--- src/rtl/structure2_fc_pkg.sv ---
// Shared widths, FSM encoding and FIFO tag layout
// for the FC2 buffer reader.
package structure2_fc_pkg;

  localparam int ADDR_W     = 14;
  localparam int DATA_W     = 18;
  localparam int FIFO_DEPTH = 4;
  localparam int RD_LAT     = 1;

  typedef enum logic [1:0] {
    S_IDLE  = 2'd0,
    S_READ  = 2'd1,
    S_DRAIN = 2'd2,
    S_FIN   = 2'd3
  } state_t;

  typedef struct packed {
    logic fin;
    logic last;
  } tag_t;

endpackage

--- src/rtl/structure2_fc2skidfifo.sv ---
// Small synchronous FIFO between the buffer read
// pipeline and the output stream.
module structure2_fc2skidfifo #(
  parameter int W     = 20,
  parameter int DEPTH = 4,
  parameter int CNT_W = 3
) (
  input  logic             clk,
  input  logic             rst,
  input  logic             i_push,
  input  logic [W-1:0]     i_din,
  input  logic             i_pop,
  output logic [W-1:0]     o_dout,
  output logic [CNT_W-1:0] o_count
);

  localparam int PW = (DEPTH < 2) ? 1 : $clog2(DEPTH);

  logic [W-1:0]     r_mem [DEPTH];
  logic [PW-1:0]    r_wp;
  logic [PW-1:0]    r_rp;
  logic [CNT_W-1:0] r_cnt;
  logic             w_push;
  logic             w_pop;
  logic             w_empty;

  function automatic logic [PW-1:0] inc(input logic [PW-1:0] p);
    return (p == PW'(DEPTH - 1)) ? '0 : p + PW'(1);
  endfunction

  assign w_empty = (r_cnt == '0);
  assign w_pop   = i_pop && !w_empty;
  assign w_push  = i_push && (r_cnt != CNT_W'(DEPTH));

  always_ff @(posedge clk) begin
    if (w_push) r_mem[r_wp] <= i_din;
  end

  always_ff @(posedge clk) begin
    if (rst) begin
      r_wp  <= '0;
      r_rp  <= '0;
      r_cnt <= '0;
    end else begin
      if (w_push) r_wp <= inc(r_wp);
      if (w_pop)  r_rp <= inc(r_rp);
      if (w_push && !w_pop)      r_cnt <= r_cnt + CNT_W'(1);
      else if (w_pop && !w_push) r_cnt <= r_cnt - CNT_W'(1);
    end
  end

  // Empty FIFO presents zeros so a flush clears the stream outputs.
  assign o_dout  = w_empty ? '0 : r_mem[r_rp];
  assign o_count = r_cnt;

endmodule

--- src/rtl/structure2_fc2bramreader.sv ---
// FC2 buffer reader: streams a vector from buffer port B,
// re-reading it for a number of passes.
module structure2_fc2bramreader #(
  parameter int ADDR_W     = structure2_fc_pkg::ADDR_W,
  parameter int DATA_W     = structure2_fc_pkg::DATA_W,
  parameter int FIFO_DEPTH = structure2_fc_pkg::FIFO_DEPTH,
  parameter int RD_LAT     = structure2_fc_pkg::RD_LAT
) (
  input  logic              clk,
  input  logic              rst,
  input  logic              start,
  input  logic [ADDR_W-1:0] base_addr,
  input  logic [ADDR_W-1:0] vec_len,
  input  logic [7:0]        passes,
  output logic              fc2en,
  output logic [ADDR_W-1:0] fc2dataaddr,
  input  logic [DATA_W-1:0] fc2dataout,
  output logic              out_valid,
  input  logic              out_ready,
  output logic [DATA_W-1:0] out_data,
  output logic              out_last,
  output logic              out_final,
  output logic              busy,
  output logic              done
);

  import structure2_fc_pkg::*;

  localparam int CNT_W = $clog2(FIFO_DEPTH + 1);
  localparam int FW    = DATA_W + 2;

  state_t            r_state;
  state_t            w_next;
  logic [ADDR_W-1:0] r_base;
  logic [ADDR_W-1:0] r_len;
  logic [ADDR_W-1:0] r_widx;
  logic [ADDR_W-1:0] r_addr;
  logic [7:0]        r_passes;
  logic [7:0]        r_pidx;
  logic              r_zero;
  logic [RD_LAT-1:0] r_pv;
  tag_t              r_ptag [RD_LAT];
  logic [CNT_W-1:0]  w_cnt;
  logic [FW-1:0]     w_head;
  tag_t              w_htag;
  tag_t              w_tag;
  logic [15:0]       w_occ;
  logic [ADDR_W-1:0] w_addr;
  logic              w_last;
  logic              w_final;
  logic              w_issue;
  logic              w_pop;

  assign w_addr  = r_base + r_widx;
  assign w_last  = (r_widx == r_len - ADDR_W'(1));
  assign w_final = w_last && (r_pidx == r_passes - 8'd1);
  assign w_tag   = '{fin: w_final, last: w_last};

  // Credit check: queued words plus reads still in the pipe.
  always_comb begin
    w_occ = 16'(w_cnt);
    for (int i = 0; i < RD_LAT; i++) begin
      w_occ = w_occ + 16'(r_pv[i]);
    end
  end

  assign w_issue = (r_state == S_READ) && !r_zero
                && (w_occ < 16'(FIFO_DEPTH));

  always_ff @(posedge clk) begin
    if (rst) r_state <= S_IDLE;
    else     r_state <= w_next;
  end

  always_comb begin
    w_next = r_state;
    unique case (r_state)
      S_IDLE:  if (start) w_next = S_READ;
      S_READ: begin
        if (r_zero)                  w_next = S_FIN;
        else if (w_issue && w_final) w_next = S_DRAIN;
      end
      S_DRAIN: if (w_pop && w_htag.fin) w_next = S_FIN;
      S_FIN:   w_next = S_IDLE;
      default: w_next = S_IDLE;
    endcase
  end

  always_ff @(posedge clk) begin
    if (rst) begin
      r_base   <= '0;
      r_len    <= '0;
      r_passes <= '0;
      r_zero   <= 1'b0;
      r_widx   <= '0;
      r_pidx   <= '0;
      r_addr   <= '0;
    end else begin
      if (r_state == S_IDLE && start) begin
        r_base   <= base_addr;
        r_len    <= vec_len;
        r_passes <= passes;
        r_zero   <= (vec_len == '0) || (passes == 8'd0);
        r_widx   <= '0;
        r_pidx   <= '0;
      end
      if (w_issue) begin
        r_addr <= w_addr;
        if (w_last) begin
          r_widx <= '0;
          r_pidx <= r_pidx + 8'd1;
        end else begin
          r_widx <= r_widx + ADDR_W'(1);
        end
      end
    end
  end

  always_ff @(posedge clk) begin
    if (rst) begin
      r_pv <= '0;
      for (int i = 0; i < RD_LAT; i++) r_ptag[i] <= '0;
    end else begin
      r_pv[0]   <= w_issue;
      r_ptag[0] <= w_tag;
      for (int i = 1; i < RD_LAT; i++) begin
        r_pv[i]   <= r_pv[i-1];
        r_ptag[i] <= r_ptag[i-1];
      end
    end
  end

  structure2_fc2skidfifo #(
    .W     (FW),
    .DEPTH (FIFO_DEPTH),
    .CNT_W (CNT_W)
  ) u_fifo (
    .clk     (clk),
    .rst     (rst),
    .i_push  (r_pv[RD_LAT-1]),
    .i_din   ({r_ptag[RD_LAT-1], fc2dataout}),
    .i_pop   (w_pop),
    .o_dout  (w_head),
    .o_count (w_cnt)
  );

  assign w_htag      = w_head[FW-1 -: 2];
  assign w_pop       = out_valid && out_ready;
  assign out_valid   = (w_cnt != '0);
  assign out_data    = w_head[DATA_W-1:0];
  assign out_last    = w_htag.last;
  assign out_final   = w_htag.fin;
  assign fc2en       = w_issue;
  assign fc2dataaddr = w_issue ? w_addr : r_addr;
  assign busy        = (r_state == S_READ) || (r_state == S_DRAIN);
  assign done        = (r_state == S_FIN);

endmodule

--- config.mk ---
export PLATFORM = sky130hd
export DESIGN_NAME = structure2_fc2bramreader
export DESIGN_NICKNAME = d
export VERILOG_FILES = /design/src/rtl/structure2_fc_pkg.sv /design/src/rtl/structure2_fc2skidfifo.sv /design/src/rtl/structure2_fc2bramreader.sv
export SDC_FILE = /design/constraint.sdc
export NUM_CORES = 1
export LEC_CHECK = 0
export CORE_UTILIZATION = 50
export CTS_CLUSTER_DIAMETER = 150
export CTS_CLUSTER_SIZE = 40
export DETAILED_ROUTE_END_ITERATION = 12
export PLACE_DENSITY = 0.84
export SLEW_MARGIN = 20
export SYNTH_ARGS = -nofsm -noshare
export SYNTH_HDL_FRONTEND = slang
export SYNTH_SLANG_ARGS = --single-unit
--- constraint.sdc ---
create_clock -name clk -period 3.5 [get_ports clk]
set_clock_uncertainty 0.05 [all_clocks]
set_input_delay 1.05 -clock clk [delete_from_list [all_inputs] [get_ports clk]]
set_output_delay 1.05 -clock clk [all_outputs]
set_load 0.02 [all_outputs]
==> results of run 1 <==
[stage by stage]
step,utilization,instances,setup TNS (ns),area [um2]
3_3_place_gp,0.606,1104,-1.21,9620
4_1_cts,0.648,1140,-1.20,10300
6_report,0.651,1140,-1.34,10300
3_5_place_dp,0.606,1104,-1.39,9620
5_1_grt,0.651,1140,-2.07,10300
2_1_floorplan,-,780,0,8160
[state kept, by name, summed over array words and instances (netlist names), 3 cells and up, named ones only]
signal          cells
r_widx             14
r_addr             14
u_fifo.r_mem       80
r_passes            8
r_pidx              8
r_base             14
r_len              14
u_fifo.o_count      3
[cells in the final DEF, fill, tap and decap left out, drive strengths merged, types with 3 or more instances in the layout]
cell type	Yosys	final
or4	6	6
nor4	11	11
clkinv	2	7
o21ai	28	28
dfxtp	87	87
nor2b	4	4
o21a	7	7
edfxtp	80	80
and2	41	41
or3	8	8
o41ai	3	3
clkdlybuf4s50	0	79
nand4	4	4
a21oi	58	58
nand2	116	116
ha	28	28
xnor2	19	19
nand2b	10	10
nor3b	4	4
nand3	20	20
nor3	19	19
nand3b	10	10
a31oi	9	9
o211ai	3	3
nor2	30	30
inv	25	32
mux4	20	20
and3	12	12
o31ai	14	14
clkbuf	25	22
xor2	15	15
a21o	8	8
nor4b	7	7
buf	11	62
mux2i	4	4
o21bai	3	3
[worst max-delay path, delay by kind of cell, from the launching register on]
family | cells | cell delay [ns]
AND/OR/NAND/NOR | 3 | 0.42
AO/OA/AOI/OAI | 4 | 0.83
adder cells (fa/ha/maj) | 2 | 0.49
buffers and inverters | 2 | 0.19
flip-flops | 1 | 0.36
[power by group through the flow]
| stage | sequential [W] | combinational, W | clock, W |
|---|---|---|---|
| final | 0.00237 | 0.00213 | 0.00180 |
| after global routing | 0.00239 | 0.00233 | 0.00191 |
| after CTS | 0.00237 | 0.00212 | 0.00183 |
| after detailed placement | 0.00240 | 0.00210 | 0 |
| after global placement | 0.00239 | 0.00205 | 0 |
| after floorplan | 0.00236 | 0.00140 | 0 |
[what timing repair did]
action / in CTS / in global routing
resized for setup: 82 / 27
endpoints found under the setup margin: 16 / 20
buffers inserted: 5 / 1
cloned: 0 / 0
endpoints found under the hold margin: 0 / 0
pin swaps: 22 / 15
[worst paths after layout]
path / start / to / slack, ns / depth (start not counted)
max: r_base[0]$_SDFFE_PP0P_ / fc2dataaddr[12] / -0.32 / 11
min reg2reg: r_base[10]$_SDFFE_PP0P_ / r_base[10]$_SDFFE_PP0P_ / 0.41 / 2
max reg2reg: r_len[0]$_SDFFE_PP0P_ / r_pidx[2]$_SDFF_PP0_ / 0.34 / 10
min: r_base[10]$_SDFFE_PP0P_ / r_base[10]$_SDFFE_PP0P_ / 0.41 / 2
[cell families after synthesis]
family,after synthesis,synth area share
and+or+nand+nor,305,0.193
muxes,26,0.0628
adders and majority gates,30,0.0478
xor gates and xnor gates,35,0.0392
AOI/OAI and AO/OA,154,0.118
DFF,167,0.508
buffers and inverters,63,0.0311
[layout make-up]
cell class	instances	area, um2	area share
multi-input cells	550	3910	0.378
well taps	216	270	0.0261
flip-flops and latches	167	4150	0.401
repair buffers	148	1350	0.130
clock buffers	18	429	0.0415
clock inverters	14	139	0.0134
inverters	27	101	0.00980
[metal layers]
layer,GRT usage,vias up,routed length [um],share of wire
li1,-,3104,-,-
met1,0.273,2983,7700,0.42
met2,0.406,193,9310,0.51
met3,0.0439,30,894,0.049
met4,0.104,0,425,0.023
met5,0,-,0,0
==> metrics.cfg, run 1 <==
[clock_network]
cts_tree = done
clk_pin_slew_worst_paths_ns = 0.07
root_buffer = clkbuf_16
h-tree-depth = 4
ctsHoldBuffers = 0
cts.path.max_buffers = 2
clock-sinks = 167
clock_latency_ns = 0.44
numCtsBuffers = 17

[worst_setup_path]
end_kind = output port
max_stage_delay_ns = 0.36
crit_arrival_ns = 2.72
path_cells = ha_4, inv_2, fa_2, nor2b_2, o21a_1, o21ai_2, a211o_1, a311oi_2, or4_4, nand3_2, buf_6
critPathMaxFanout = 3
crit_type = flop to output port
slowest_stage = dfxtp_2
start_kind = flop
critPathRequiredTime_ns = 2.40

[sta]
final.min_clock_period_ns = 3.82
layout_setup_ws_ns = -0.317
setup_viol = 7
timing.hold.ws_ns = 0.413
finalMaxSlewViolations = 0
max_clock_freq_ghz = 0.262
worst_slew_pin_slew_ns = 0.655
grt_setup_unrepaired = yes
slew-limit-headroom = 0.563
hold_violations = 0
period_share = 1.09

[logic_synthesis]
syn_nets = 868
synth_area_mm2 = 0.00816
yosys_warnings = 0
yosys_most_used_dff = dfxtp_1
netlist_top_cells_count = nand2_1, dfxtp_1, edfxtp_1
ys_seq_elements = 167
seq_area_frac_synth = 0.508
synthCells = 780
synth_top_area_cell = edfxtp_1
synth.avg_cell_area_um2 = 10.5
yosys.area.top_type_share = 0.294
synthArstFlopShare = 0
synth_edf_count = 80
synth_area_leaders = edfxtp_1, dfxtp_1, mux4_2
ys_types = 67
yosysMostFrequentCell = nand2_1

[outcome]
status = finished with violations
violations = setup timing

[power_and_ir_drop]
finalPower_w = 0.00629
ir_drop_mv = 0.475
p_clk_frac = 0.286
switching_share = 0.334
p_int_w = 0.00419
p_switching_w = 0.00210
p_per_area_mw_per_mm2 = 609
power.leakage_nw = 3.86
combPwrFrac = 0.338
seqPwrFrac = 0.376

[global_routing]
track_usage = 0.230
overflow = 0
grt_antenna_before_repair = 0
grt_pass1_wl_mm = 29.6
grt_max_degree = 63
first_global_vias = 6128

[hold_path]
hp-class = flop to flop

[final_layout]
layout-drive-gt1-share = 0.167
num_antenna_cells = 0
fillers = 1213
final_nets = 999
syn2layout_area_growth_pct = 26.7

[detailed_routing]
routedWlPerCell_um = 16.1
dr_total_vias = 6310
dr.first_iter.drc_count = 453
via_per_inst = 5.54
drc = 0
wl_mm = 18.3
ant_nets = 0
firstDrtPassIters = 5

[die]
design.core.area_mm2 = 0.0159
initial_utilization = 0.514
die_area_mm2 = 0.0168
die_width_um = 130
die_h_um = 130
io_pins = 96
row_count = 46

[flow_run]
max_cap_violations = 0

[placed_design]
gp_congestion = 0.891
portBuffers = 95
post-place-ws_ns = -0.391
post-dp-hpwl_mm = 12.7

Power figures use the tool's default switching activity.
==> run 2: changes to the inputs <==
Settings changed: CORE_ASPECT_RATIO set to 2.
==> metrics.cfg, run 2 (synthesis results as in run 1) <==
[clock_network]
clk_pin_slew_worst_paths_ns = 0.07  ; about the same
cts_tree = done
clock_latency_ns = 0.43  ; about the same
clock-sinks = 167  ; unchanged
ctsHoldBuffers = 0  ; unchanged
cts.path.max_buffers = 2  ; unchanged
h-tree-depth = 4  ; unchanged
root_buffer = clkbuf_16
numCtsBuffers = 17  ; unchanged

[sta]
worst_slew_pin_slew_ns = 0.680  ; +0.0247 ns
finalMaxSlewViolations = 0  ; unchanged
setup_viol = 6  ; -1
final.min_clock_period_ns = 3.80  ; -0.0212 ns
hold_violations = 0  ; unchanged
slew-limit-headroom = 0.535  ; -0.0282
period_share = 1.08  ; -0.00605
max_clock_freq_ghz = 0.263  ; +0.56%
layout_setup_ws_ns = -0.296  ; +0.0212 ns
grt_setup_unrepaired = yes
timing.hold.ws_ns = 0.412  ; -0.00117 ns

[flow_run]
max_cap_violations = 0  ; unchanged

[final_layout]
syn2layout_area_growth_pct = 28.6
fillers = 1196  ; -1.4%
multi_input_area_mm2 = 0.00392  ; +0.38%
finalCoreUtilization = 0.662  ; +0.0107
final_common_cell = nand2_1
num_antenna_cells = 0  ; unchanged
seqCellArea_mm2 = 0.00415  ; about the same
final_cell_mix = nand2_1, dfxtp_1, edfxtp_1, clkdlybuf4s50_1, buf_4
largest_register_ffs = 80  ; unchanged
largest_register = u_fifo.r_mem
final_nets = 1013  ; +1.4%
layout-drive-gt1-share = 0.178  ; +0.0114

[worst_setup_path]
path_cells = ha_4, inv_2, fa_2, nor2b_2, o21a_1, o21ai_2, a211o_1, buf_6, a31oi_4, xnor2_2, o21ai_1, buf_4
end_kind = output port
reg2reg_to = r_widx[9]$_SDFFE_PP0P_
crit_path_start = r_base[0]$_SDFFE_PP0P_
crit_type = flop to output port
reg2reg_from = r_len[0]$_SDFFE_PP0P_
start_kind = flop
max_stage_delay_ns = 0.36  ; about the same
rrSetupSlack_ns = 0.25  ; -0.09 ns
crit_path_end = fc2dataaddr[10]
crit_arrival_ns = 2.70  ; -0.02 ns
critPathRequiredTime_ns = 2.40  ; about the same
slowest_stage = dfxtp_2
rr_worst_depth = 10  ; unchanged
critPathMaxFanout = 2  ; -1

[die]
die_width_um = 92.4  ; -29%
io_pins = 96  ; unchanged
design.core.area_mm2 = 0.0159  ; -0.16%
row_count = 65  ; +41%
initial_utilization = 0.515  ; +0.000851
die_area_mm2 = 0.0169  ; +0.19%
die_h_um = 183  ; +41%

[hold_path]
hp-class = flop to flop

[global_routing]
grt_pass1_wl_mm = 31.4  ; +6.2%
met1_usage = 0.235  ; -0.0373
grt_max_degree = 63  ; unchanged
overflow = 0  ; unchanged
met3_usage = 0.0471  ; +0.00321
busiest_layer = met2
grt.met2_usage = 0.457  ; +0.0517
first_global_vias = 6714  ; +9.6%
track_usage = 0.240  ; +0.0102
grt_antenna_before_repair = 0  ; unchanged

[detailed_routing]
dr.first_iter.drc_count = 242  ; -47%
dr_total_vias = 6529  ; +3.5%
ant_nets = 0  ; unchanged
routedWlPerCell_um = 17.1  ; +6.2%
firstDrtPassIters = 5  ; unchanged
wl_mm = 19.4  ; +6.1%
via_per_inst = 5.73  ; +3.6%
drc = 0  ; unchanged

[power_and_ir_drop]
finalPower_w = 0.00639  ; +1.5%
seqPwrFrac = 0.370  ; -0.006
power.leakage_nw = 3.96  ; +2.5%
switching_share = 0.343  ; +0.00896
p_int_w = 0.00420  ; +0.11%
p_switching_w = 0.00219  ; +4.2%
ir_drop_mv = 0.408  ; -14%
p_clk_frac = 0.284  ; -0.002
p_per_area_mw_per_mm2 = 609  ; about the same
combPwrFrac = 0.346  ; +0.008

[outcome]
status = finished with violations
violations = setup timing

[placed_design]
gp_congestion = 0.932  ; +4.7%
post-dp-hpwl_mm = 13.7  ; +7.4%
portBuffers = 95  ; unchanged

-- run 2: worst min path at each step --
stage / depth (start not counted) / start / endpoint
floorplan: 0 / r_ptag[0][0]$_SDFF_PP0_ / u_fifo.r_mem[0][18]$_DFFE_PP_
global placement: 2 / r_addr[8]$_SDFF_PP0_ / r_addr[8]$_SDFF_PP0_
detailed placement: 2 / r_base[0]$_SDFFE_PP0P_ / r_base[0]$_SDFFE_PP0P_
CTS: 2 / r_base[4]$_SDFFE_PP0P_ / r_base[4]$_SDFFE_PP0P_
global route: 2 / r_base[4]$_SDFFE_PP0P_ / r_base[4]$_SDFFE_PP0P_
finish: 2 / r_base[4]$_SDFFE_PP0P_ / r_base[4]$_SDFFE_PP0P_
-- run 2: routing by layer --
layer,up-vias,share of wire,wire (um)
met5,-,0,0
met3,66,0.047,914
met1,3103,0.34,6630
li1,3128,-,-
met4,0,0.046,897
met2,232,0.57,11000
-- run 2: power groups by stage --
stage	sequential (W)	combinational (W)	clock, W
after CTS	0.00236	0.00220	0.00184
after detailed placement	0.00239	0.00217	0
after floorplan	0.00236	0.00140	0
after global routing	0.00238	0.00242	0.00194
final	0.00236	0.00221	0.00181
after global placement	0.00238	0.00212	0
-- run 2: final cells by class --
class	count	area share
clock inverter	15	0.0151
inverter	27	0.00966
tap	201	0.0240
clock buffer	17	0.0405
multi-input combinational	550	0.374
timing repair buffer	162	0.141
sequential	167	0.396
-- run 2: critical path, delay by kind of cell (launching register included) --
family,cells,cell delay [ns]
buf+inv,3,0.34
simple gates,1,0.13
compound gates,5,0.84
flops,1,0.36
fa+ha+maj,2,0.49
xor+xnor,1,0.10
-- run 2: timing repair --
| action | CTS | global route |
|---|---|---|
| setup buffers | 3 | 7 |
| cloned | 0 | 0 |
| pin swaps | 10 | 17 |
| endpoints found under the setup margin | 15 | 33 |
| gates resized for setup | 85 | 25 |
-- run 2: stage by stage --
| step | std cells | area, um2 | worst slack, ns | setup TNS, ns |
|---|---|---|---|---|
| floorplan | 780 | 8160 | 0.0156 | 0 |
| global placement | 1097 | 9690 | -0.465 | -1.81 |
| detailed placement | 1097 | 9690 | -0.544 | -2.05 |
| CTS | 1132 | 10400 | -0.414 | -1.61 |
| global route | 1139 | 10500 | -0.399 | -2.03 |
| finish | 1139 | 10500 | -0.296 | -1.38 |
==> run 3: changes to the inputs <==
Settings changed: CAP_MARGIN set to 20, GPL_TIMING_DRIVEN set to 0, MAX_ROUTING_LAYER set to met4.
==> metrics.cfg, run 3 (synthesis results as in run 1) <==
[global_routing]
first_global_vias = 6671  ; -0.64%
busiest_layer = met2
track_usage = 0.260  ; +0.0196
met3_usage = 0.0504  ; +0.00333
grt_max_degree = 21  ; -67%
met1_usage = 0.240  ; +0.00447
grt_antenna_before_repair = 0  ; unchanged
overflow = 0  ; unchanged
grt.met2_usage = 0.481  ; +0.0240
grt_pass1_wl_mm = 32.7  ; +4.1%

[detailed_routing]
firstDrtPassIters = 5  ; unchanged
routedWlPerCell_um = 18.4  ; +7.7%
ant_nets = 0  ; unchanged
wl_mm = 20.6  ; +6.0%
via_per_inst = 5.83  ; +1.6%
dr_total_vias = 6531  ; +0.031%
dr.first_iter.drc_count = 334  ; +38%
drc = 0  ; unchanged

[power_and_ir_drop]
power.leakage_nw = 3.89  ; -1.7%
switching_share = 0.333  ; -0.0101
seqPwrFrac = 0.361  ; -0.009
p_int_w = 0.00438  ; +4.5%
combPwrFrac = 0.329  ; -0.017
p_per_area_mw_per_mm2 = 635  ; +4.3%
p_switching_w = 0.00219  ; -0.14%
ir_drop_mv = 0.413  ; +1.2%
p_clk_frac = 0.310  ; +0.026

[final_layout]
largest_register = u_fifo.r_mem
num_antenna_cells = 0  ; unchanged
final_cell_mix = nand2_1, edfxtp_1, dfxtp_1, clkdlybuf4s50_1, a21oi_1
layout-drive-gt1-share = 0.157  ; -0.0215
final_common_cell = nand2_1
final_nets = 995  ; -1.8%
finalCoreUtilization = 0.653  ; -0.00899
syn2layout_area_growth_pct = 26.8
largest_register_ffs = 80  ; unchanged

[clock_network]
cts.path.max_buffers = 2  ; unchanged
ctsHoldBuffers = 0  ; unchanged
root_buffer = clkbuf_16
clock-sinks = 167  ; unchanged
numCtsBuffers = 17  ; unchanged
clock_latency_ns = 0.42  ; about the same
cts_tree = done
h-tree-depth = 4  ; unchanged
clk_pin_slew_worst_paths_ns = 0.07  ; about the same

[sta]
slew-limit-headroom = 0.300  ; -0.235
finalMaxSlewViolations = 0  ; unchanged
worst_slew_pin_slew_ns = 1.05  ; +0.371 ns
layout_setup_ws_ns = -0.370  ; -0.0736 ns
setup_tns_ns = -1.17  ; +0.213 ns
grt_setup_unrepaired = yes
max_clock_freq_ghz = 0.258  ; -1.9%
final.min_clock_period_ns = 3.87  ; +0.0736 ns
period_share = 1.11  ; +0.0210
setup_viol = 6  ; unchanged
hold_violations = 0  ; unchanged
timing.hold.ws_ns = 0.414  ; +0.00156 ns

[die]
die_area_mm2 = 0.0169  ; unchanged
io_pins = 96  ; unchanged
row_count = 65  ; unchanged
design.core.area_mm2 = 0.0159  ; unchanged
initial_utilization = 0.515  ; unchanged
die_h_um = 183  ; unchanged
die_width_um = 92.4  ; unchanged

[placed_design]
portBuffers = 94  ; -1.1%
post-place-ws_ns = -0.831  ; -0.288 ns
gp_congestion = 0.975  ; +4.6%
post-dp-hpwl_mm = 14.4  ; +5.2%

[worst_setup_path]
critPathRequiredTime_ns = 2.40  ; about the same
critPathTopFamily = compound AO/OA/AOI/OAI gates
end_kind = output port
slowest_stage = dfxtp_4
crit_type = flop to output port
max_stage_delay_ns = 0.38  ; +0.02 ns
critPathMaxFanout = 2  ; unchanged
start_kind = flop
crit_arrival_ns = 2.77  ; +0.07 ns
crit_buf_inv = 2  ; -1
path_cells = ha_4, inv_2, fa_2, nor2b_2, o21a_1, o21ai_2, a211o_1, a311oi_2, o2111ai_1, nand3_2, buf_6

[flow_run]
max_cap_violations = 0  ; unchanged

[hold_path]
hp-class = flop to flop

[outcome]
status = finished with violations
violations = setup timing

run 3: cell count changes in the layout (fill, tap and decap cells not counted), sizes merged, moves of 5 or more:
cell / delta
buf: -44
clkbuf: +29
clkdlybuf4s50: -10
clkinv: -6
dlygate4sd2: +5
dlymetal6s2s: +5
run 3: metal layers:
metal,share of wire,wire [um],vias up
met5,0,0,-
met4,0.054,1120,0
met3,0.041,853,83
met2,0.56,11500,213
met1,0.34,7100,3142
li1,-,-,3093
run 3: final cells by class:
type,count,area (um2)
fillers,1217,5510
flip-flops and latches,167,4160
multi-input cells,550,3970
repair buffers,109,1030
clock buffers,18,429
well taps,201,251
clock inverters,14,213
plain buffers,35,194
inverters,27,103
run 3: final timing paths:
check                                            start                      end  slack (ns)  depth (start not counted)
worst max-delay path            r_widx[0]$_SDFFE_PP0P_          fc2dataaddr[12]       -0.37                         11
worst min-delay path            r_base[3]$_SDFFE_PP0P_   r_base[3]$_SDFFE_PP0P_        0.41                          2
worst max register to register   r_len[0]$_SDFFE_PP0P_  r_widx[11]$_SDFFE_PP0P_        0.18                         10
worst min register to register  r_base[3]$_SDFFE_PP0P_   r_base[3]$_SDFFE_PP0P_        0.41                          2
run 3: timing repair:
item	in CTS	in global routing
pin swaps	18	19
resized for setup	115	47
buffers inserted	10	5
endpoints found under the hold margin	0	0
setup endpoints to repair	34	20
run 3: power by group through the flow:
stage	combinational [W]	clock, W	sequential, W
6_report	0.00216	0.00204	0.00237
5_1_grt	0.00236	0.00215	0.00239
4_1_cts	0.00214	0.00206	0.00237
3_5_place_dp	0.00207	0	0.00241
3_3_place_gp	0.00203	0	0.00240
2_1_floorplan	0.00140	0	0.00236
run 3: tightest hold or removal path, stage by stage (launching register included):
cell and delay (ns):
dfxtp_1 0.32, nand2_1 0.05, a21oi_1 0.05
run 3: through the flow:
step,power (W),instance area [um2],instances
after detailed placement,0.00447,9360,1075
after global placement,0.00443,9360,1075
after global routing,0.00690,10400,1121
after floorplan,0.00376,8160,780
final,0.00657,10400,1121
after CTS,0.00656,10200,1116
